[src/rtl/sfp_sum_tx.sv]
// sfp_sum_tx: transmit side of the inter-core SFP partial-sum link.
// Holds one sum stable on tx_data and signals it with a two-phase toggle
// on tx_req. The peer's toggle acknowledge is synchronised locally through
// two flops. One further sum can be buffered while a transfer is open.
module sfp_sum_tx #(
    parameter int bw      = 8,
    parameter int bw_psum = 2 * bw + 4,
    parameter int sw      = bw_psum + 4
) (
    input  logic          clk,
    input  logic          reset,
    input  logic [sw-1:0] sum_in,
    input  logic          sum_valid,
    output logic          sum_ready,
    output logic [sw-1:0] tx_data,
    output logic          tx_req,
    input  logic          rx_ack,
    output logic          busy,
    output logic          xfer_done,
    output logic [7:0]    xfer_cnt,
    output logic          drop_err
);

    typedef enum logic [0:0] {
        ST_IDLE     = 1'b0,
        ST_WAIT_ACK = 1'b1
    } state_t;

    state_t          state_q, state_d;
    logic [sw-1:0]   tx_data_q, tx_data_d;
    logic            tx_req_q, tx_req_d;
    logic            ack_s1_q, ack_s2_q;
    logic [sw-1:0]   pend_q, pend_d;
    logic            pend_v_q, pend_v_d;
    logic            xfer_done_q, xfer_done_d;
    logic [7:0]      xfer_cnt_q, xfer_cnt_d;
    logic            drop_err_q, drop_err_d;
    logic            complete_s;

    // A transfer is finished once the synchronised ack has caught up with
    // the request toggle; in IDLE the two are equal but meaningless.
    assign complete_s = (state_q == ST_WAIT_ACK) && (ack_s2_q == tx_req_q);

    // Two-flop synchroniser for the peer's asynchronous acknowledge toggle.
    always_ff @(posedge clk or posedge reset) begin
        if (reset) begin
            ack_s1_q <= 1'b0;
            ack_s2_q <= 1'b0;
        end else begin
            ack_s1_q <= rx_ack;
            ack_s2_q <= ack_s1_q;
        end
    end

    // Next-state logic: launch, buffer, complete and drop decisions.
    always_comb begin
        state_d     = state_q;
        tx_data_d   = tx_data_q;
        tx_req_d    = tx_req_q;
        pend_d      = pend_q;
        pend_v_d    = pend_v_q;
        xfer_done_d = 1'b0;
        xfer_cnt_d  = xfer_cnt_q;
        // The buffer slot is full, so any offered sum is lost.
        drop_err_d  = drop_err_q | (sum_valid & pend_v_q);

        case (state_q)
            ST_IDLE: begin
                if (sum_valid) begin
                    tx_data_d = sum_in;
                    tx_req_d  = ~tx_req_q;
                    state_d   = ST_WAIT_ACK;
                end else begin
                    state_d   = ST_IDLE;
                end
            end
            ST_WAIT_ACK: begin
                if (complete_s) begin
                    xfer_done_d = 1'b1;
                    xfer_cnt_d  = xfer_cnt_q + 8'd1;
                    if (pend_v_q) begin
                        // Buffered sum goes first to keep acceptance order.
                        tx_data_d = pend_q;
                        tx_req_d  = ~tx_req_q;
                        pend_v_d  = 1'b0;
                        state_d   = ST_WAIT_ACK;
                    end else if (sum_valid) begin
                        // Back-to-back launch with no IDLE bubble.
                        tx_data_d = sum_in;
                        tx_req_d  = ~tx_req_q;
                        state_d   = ST_WAIT_ACK;
                    end else begin
                        state_d   = ST_IDLE;
                    end
                end else begin
                    if (sum_valid && !pend_v_q) begin
                        pend_d   = sum_in;
                        pend_v_d = 1'b1;
                    end else begin
                        pend_v_d = pend_v_q;
                    end
                end
            end
            default: begin
                state_d = ST_IDLE;
            end
        endcase
    end

    // State, link and status registers.
    always_ff @(posedge clk or posedge reset) begin
        if (reset) begin
            state_q     <= ST_IDLE;
            tx_data_q   <= {sw{1'b0}};
            tx_req_q    <= 1'b0;
            pend_q      <= {sw{1'b0}};
            pend_v_q    <= 1'b0;
            xfer_done_q <= 1'b0;
            xfer_cnt_q  <= 8'd0;
            drop_err_q  <= 1'b0;
        end else begin
            state_q     <= state_d;
            tx_data_q   <= tx_data_d;
            tx_req_q    <= tx_req_d;
            pend_q      <= pend_d;
            pend_v_q    <= pend_v_d;
            xfer_done_q <= xfer_done_d;
            xfer_cnt_q  <= xfer_cnt_d;
            drop_err_q  <= drop_err_d;
        end
    end

    assign sum_ready = ~pend_v_q;
    assign tx_data   = tx_data_q;
    assign tx_req    = tx_req_q;
    assign busy      = (state_q == ST_WAIT_ACK);
    assign xfer_done = xfer_done_q;
    assign xfer_cnt  = xfer_cnt_q;
    assign drop_err  = drop_err_q;

endmodule

[config.mk]
export PLATFORM = sky130hd
export DESIGN_NAME = sfp_sum_tx
export DESIGN_NICKNAME = d
export VERILOG_FILES = /design/src/rtl/sfp_sum_tx.sv
export SDC_FILE = /design/constraint.sdc
export NUM_CORES = 1
export LEC_CHECK = 0
export CAP_MARGIN = 20
export CORE_UTILIZATION = 45
export CTS_CLUSTER_DIAMETER = 150
export DETAILED_ROUTE_END_ITERATION = 10
export GPL_TIMING_DRIVEN = 0
export PLACE_DENSITY = 0.76
export REMOVE_ABC_BUFFERS = 1
export SLEW_MARGIN = 15
export SYNTH_ARGS = -nofsm -noshare
export SYNTH_HDL_FRONTEND = slang
export SYNTH_SLANG_ARGS = --single-unit
[constraint.sdc]
create_clock -name clk -period 2 [get_ports clk]
set_input_delay 0.4 -clock clk [delete_from_list [all_inputs] [get_ports clk]]
set_output_delay 0.4 -clock clk [all_outputs]
set_load 0.03 [all_outputs]
* Word-level counts from Yosys, hierarchy flattened *
Index checks and enable logic that the tools add are counted.

word-level totals
  register bits after elaboration = 63
  output and inout port bits = 37
  logic and storage cells = 42

cells by class
  add/sub/neg operators = 1
  eq/ne operators = 2
  mux-type cells = 16
  bitwise operators = 6
  reductions and logical operators = 7

operators with widths
  cell                                                    count
  two-way mux 24 bit                                      3
  one-hot mux 24 bit (2 select lines)                     1
  two-way mux 1 bit                                       10
  adder 8 x 1 -> 8 bit (second input constant)            1
  NOT 1 bit                                               4
  one-hot mux 1 bit (2 select lines)                      2
  AND reduction 2 bit                                     2
  AND reduction 3 bit                                     1
  logical AND 1 bit                                       2
  inequality test 2 x 1 -> 1 bit (second input constant)  1
  nonzero test 2 bit                                      1
  bitwise AND 1 bit                                       1
  equality test 1 bit                                     1
  zero test 1 bit                                         1
  OR 1 bit                                                1

* Depth between registers and ports, before layout *
  word-level depth = 5
  depth in mapped cells = 5

* Worst setup path before layout *
No wires, ideal clock.

  path kind = register -> register
  from = register state_q (netlist: busy)
  to = register tx_data_q[12] (netlist: tx_data[12])
  setup time = 0.125 ns
  data arrival time = 1.664 ns
  data required time = 1.875 ns
  slack = 0.211 ns
  cell stages (with the launch flop) = 6
  path buffers = 2
  period minus slack after synthesis = 1.789 ns
  cell sequence = dfrtp_1 -> buf_2 -> a21oi_1 -> a21oi_2 -> buf_2 -> mux2_2

on the way
  longest elaborated chain between the ends = 2
  elaborated cells between the ends (all ways) = 4
  classes of those cells = eq/ne (1); mux (1); bitwise (1); reduce/logical (1)

ends and longest elaborated chain
  what                                                                                   RTL line  text
  from (decl)                                                                            29        state_t state_q, state_d;
  from (signal assigned)                                                                 122       state_q <= state_d;
  NOT 1 bit or logical AND 1 bit (tied branches)                                         --
  one-hot mux 24 bit (2 select lines) or inequality test 2 x 1 -> 1 bit (tied branches)  --
  to (signal assigned)                                                                   114       tx_data_q <= {sw{1'b0}};
  to (signal assigned)                                                                   123       tx_data_q <= tx_data_d;
  to (decl)                                                                              30        logic [sw-1:0] tx_data_q, tx_data_d;

Several ways; a longest one is shown, not always the timed one.
A chain may end at the register's enable or synchronous reset.

* Worst setup path in the final report *
  from = register xfer_cnt_q[2] (netlist: xfer_cnt[2])
  to = output xfer_cnt[2]

RTL lines
  what                    RTL line  text
  from (decl)             36        logic [7:0] xfer_cnt_q, xfer_cnt_d;
  from (signal assigned)  128       xfer_cnt_q <= xfer_cnt_d;
  to (decl)               20        output logic [7:0] xfer_cnt,

No word-level cell between the ends.

==> summary by stage <==
Clock network
The clock-pin slew reported for the worst setup and hold paths after clock tree synthesis is 60 ps. The clock net in this run drives a total of 63 sinks. The CTS tree is yes. The maximum count of clock buffers along a single path is 2.

The root buffer cell chosen for the clock tree is clkbuf_8. Clock latency on the worst-skew pair, taken at its later pin, is between 300 and 400 ps. The hold-fix buffer count after cts is 0. The CTS H-tree depth is 3. The number of clock buffers added by TritonCTS is 9.

Global routing
For this run, global-route usage on met3 was measured as 0.0466. After global routing, the most crowded layer is met2. The first-pass GRT wire length is 8400 µm. The initial antenna violation count came to 0. The met1 usage is 0.221. Summed over all layers, the global routing overflow is 0.

The via count of the first global-routing pass is 1,689. The total global-route track usage is 0.184. The maximum number of pins on one net before global-route repair is 49. For this run, global-route usage on met2 was measured as 0.303.

Yosys
The count of yosys warnings during synthesis is 0. A synthesized cell averages 15.3 µm². The number of register bits inferred by synthesis is 63. The distinct cell type count after synthesis is 21. The synthesized netlist occupies a cell area of 0.00276 mm².

Of the synthesized area, sequential elements account for 0.571. The synthesized instance count is 180.

Timing
The number of endpoints failing setup at the final stage is 0. Of the available clock period, the critical path in the final layout requires 0.937. The total count of hold-check failures in the final report came to 0. The worst slew margin relative to its limit is 0.702. Setup repair after global routing left no endpoint under its margin. Setup slack on the critical path of the routed design comes to 126 ps. The highest attainable clock frequency is 534 MHz. The final worst clock skew is 7.23 ps.

The max-slew violation total from the final report came to 0. The time the worst path needs with I/O delays and setup is 1870 ps. At the pin with the least slew margin, the transition time is 446 ps.

Final layout
After filler insertion, the fill cell instance count of the layout stands at 444. Leaving out fill and tap cells, the most frequent cell in the layout is dfrtp_1. From synthesis to final layout, the design area changed by 38.6%. The final core area utilization is 0.647.

The final layout net count is 284. The share of post-route cells with drive strength above 1 is 0.396. 0 antenna diodes ended up in the layout. Leaving out fill and tap cells, the most frequent cells in the layout are 62 x dfrtp_1, 61 x clkdlybuf4s50_1, 54 x mux2_2.

Setup path
In this design, the stage delay of the slowest critical-path cell is 710 ps. The cell depth of the worst flop-to-flop path is 3. The category of the worst setup path launch point is a register.

The largest fanout on the critical path is 5. Together, buffers and inverters on the worst path number 1. The critical path data arrival time is 1470 ps.

The slack of the worst reg-to-reg path is 220 ps. The worst path required time is 1600 ps. In this run the critical register-to-register path is captured at pend_q[2]. Traced cell by cell, the critical path runs through clkdlybuf4s50_1. The slowest library cell on the worst path is clkdlybuf4s50_1. The worst setup path is captured at an output port. Among cell families on the critical path, the largest total delay comes from buffers and inverters. The worst register-to-register path begins at tx_req. The category of the critical setup timing path is reg2out.

Power
The analysis attributes to cell leakage a power of 1.70 nW. Dividing total power by cell area gives a power density of 1760 mW/mm². VDD sags by at most roughly 0.00088 V.

Routing
The first routing iteration left 18 violations. The DRC violations left is 0. The routed layout has 1,678 vias. The post-detailed-route count of antenna-violating nets is 0. The final wirelength is 5270 µm. The per-cell via count in the routed design is between 5 and 6.

Dividing the detail-routed wire length by the instance count gives between 15 and 20 µm. For this run, the detailed router's first-pass iteration total came to 4.

Placement
OpenSTA, run right after detailed placement, puts the worst setup slack at -528 ps. Detailed placement ended at an HPWL of 3360 µm. The quantity of I/O buffers inserted on ports is 64. The placer's final routability congestion estimate is 0.714.

Floorplan
The floorplan has 28 rows. The I/O pin count is 65. In this run the vertical extent of the chip is 80.3 µm. The area of the core region is 0.00592 mm².

The die area is approximately 0.0065 mm². The starting density of the core is 0.466. Measured along the x axis, the die boundary spans 80.3 µm.

Run
The tool flagged a number of max-cap violations equal to 0.

Min path
The worst hold path begins at ack_s1_q. In this run the worst hold path is classified as reg2reg. The path with the worst hold slack has its endpoint at ack_s2_q.

The worst hold path was traced through 0 stages.

Outcome
The flow ran to the end, and the final reports show no timing, DRC or antenna violations.
==> cells in the mapped netlist (all sizes together) <==
cell,count,share of area
buf,8,0.020
or2,1,0.0023
inv,4,0.0054
nand2,5,0.0068
mux2,73,0.32
nand4,4,0.014
nor2,2,0.0027
nand2b,1,0.0023
ha,1,0.0045
xnor2,1,0.0032
nor3,4,0.0072
o21ai,2,0.0036
dfrtp,63,0.57
a21oi,2,0.0050
xor2,8,0.025
a21o,1,0.0027
==> worst max path at each step <==
stage | startpoint | end | slack (ps) | depth (start not counted)
after floorplan | tx_req | pend_q[0] | -190 | 3
after global placement | reset | tx_data[11] | -1080 | 2
after detailed placement | tx_req | pend_q[11] | -530 | 3
after CTS | sum_valid | tx_data[7] | 10 | 5
after global routing | xfer_cnt[2] | xfer_cnt[2] | 60 | 1
final | xfer_cnt[2] | xfer_cnt[2] | 130 | 1
==> what timing repair did <==
action,in CTS,in global routing
resized for setup,6,2
cloned,1,0
pin swaps,1,1
setup buffers,0,4
endpoints found under the setup margin,50,28
==> where the power goes <==
part / leakage, nW / switching, mW / internal [mW]
sequential: 0.748 / 0.399 / 1.89
clock: 0.109 / 0.455 / 0.674
combinational: 0.845 / 1.54 / 1.80
total: 1.70 / 2.40 / 4.36
==> logic make-up after synthesis <==
logic type,after synthesis,share of synthesized area
muxes,73,0.324
and+or+nand+nor,17,0.0358
buffers and inverters,12,0.0254
DFF,63,0.571
xor gates and xnor gates,9,0.0285
AOI/OAI and AO/OA,5,0.0113
adders and majority gates,1,0.00453
==> layer usage <==
layer	share of wire	wire length [µm]
met1	0.45	2370
met2	0.49	2580
met3	0.041	214
met4	0.019	99
met5	0	0
==> metrics by stage <==
stage / power [mW] / TNS [ps] / std cells / hold WS [ps] / area (µm²)
3_3_place_gp: 5.36 / -98090 / 311 / 336 / 3440
3_5_place_dp: 5.52 / -16340 / 314 / 350 / 3520
5_1_grt: 7.14 / 0 / 335 / 379 / 3830
2_1_floorplan: 4.34 / -8570 / 172 / 331 / 2710
4_1_cts: 6.75 / 0 / 331 / 355 / 3770
6_report: 6.76 / 0 / 335 / 361 / 3830
==> layout make-up <==
| class | instances | area, µm² | share of cell area |
|---|---|---|---|
| sequential | 63 | 1580 | 0.412 |
| multi-input combinational | 106 | 1160 | 0.304 |
| tap | 75 | 93.8 | 0.0245 |
| clock buffer | 13 | 169 | 0.0441 |
| timing repair buffer | 71 | 766 | 0.200 |
| inverter | 4 | 17.5 | 0.00458 |
| clock inverter | 3 | 40.0 | 0.0105 |
==> state kept, by name, indices dropped and copies added (netlist names) <==
signal and cells:
ack_s1_q 1, ack_s2_q 1, busy 1, drop_err 1, pend_q 24, pend_v_q 1
tx_data 24, tx_req 1, xfer_cnt 8, xfer_done 1
Power figures use the tool's default switching activity.
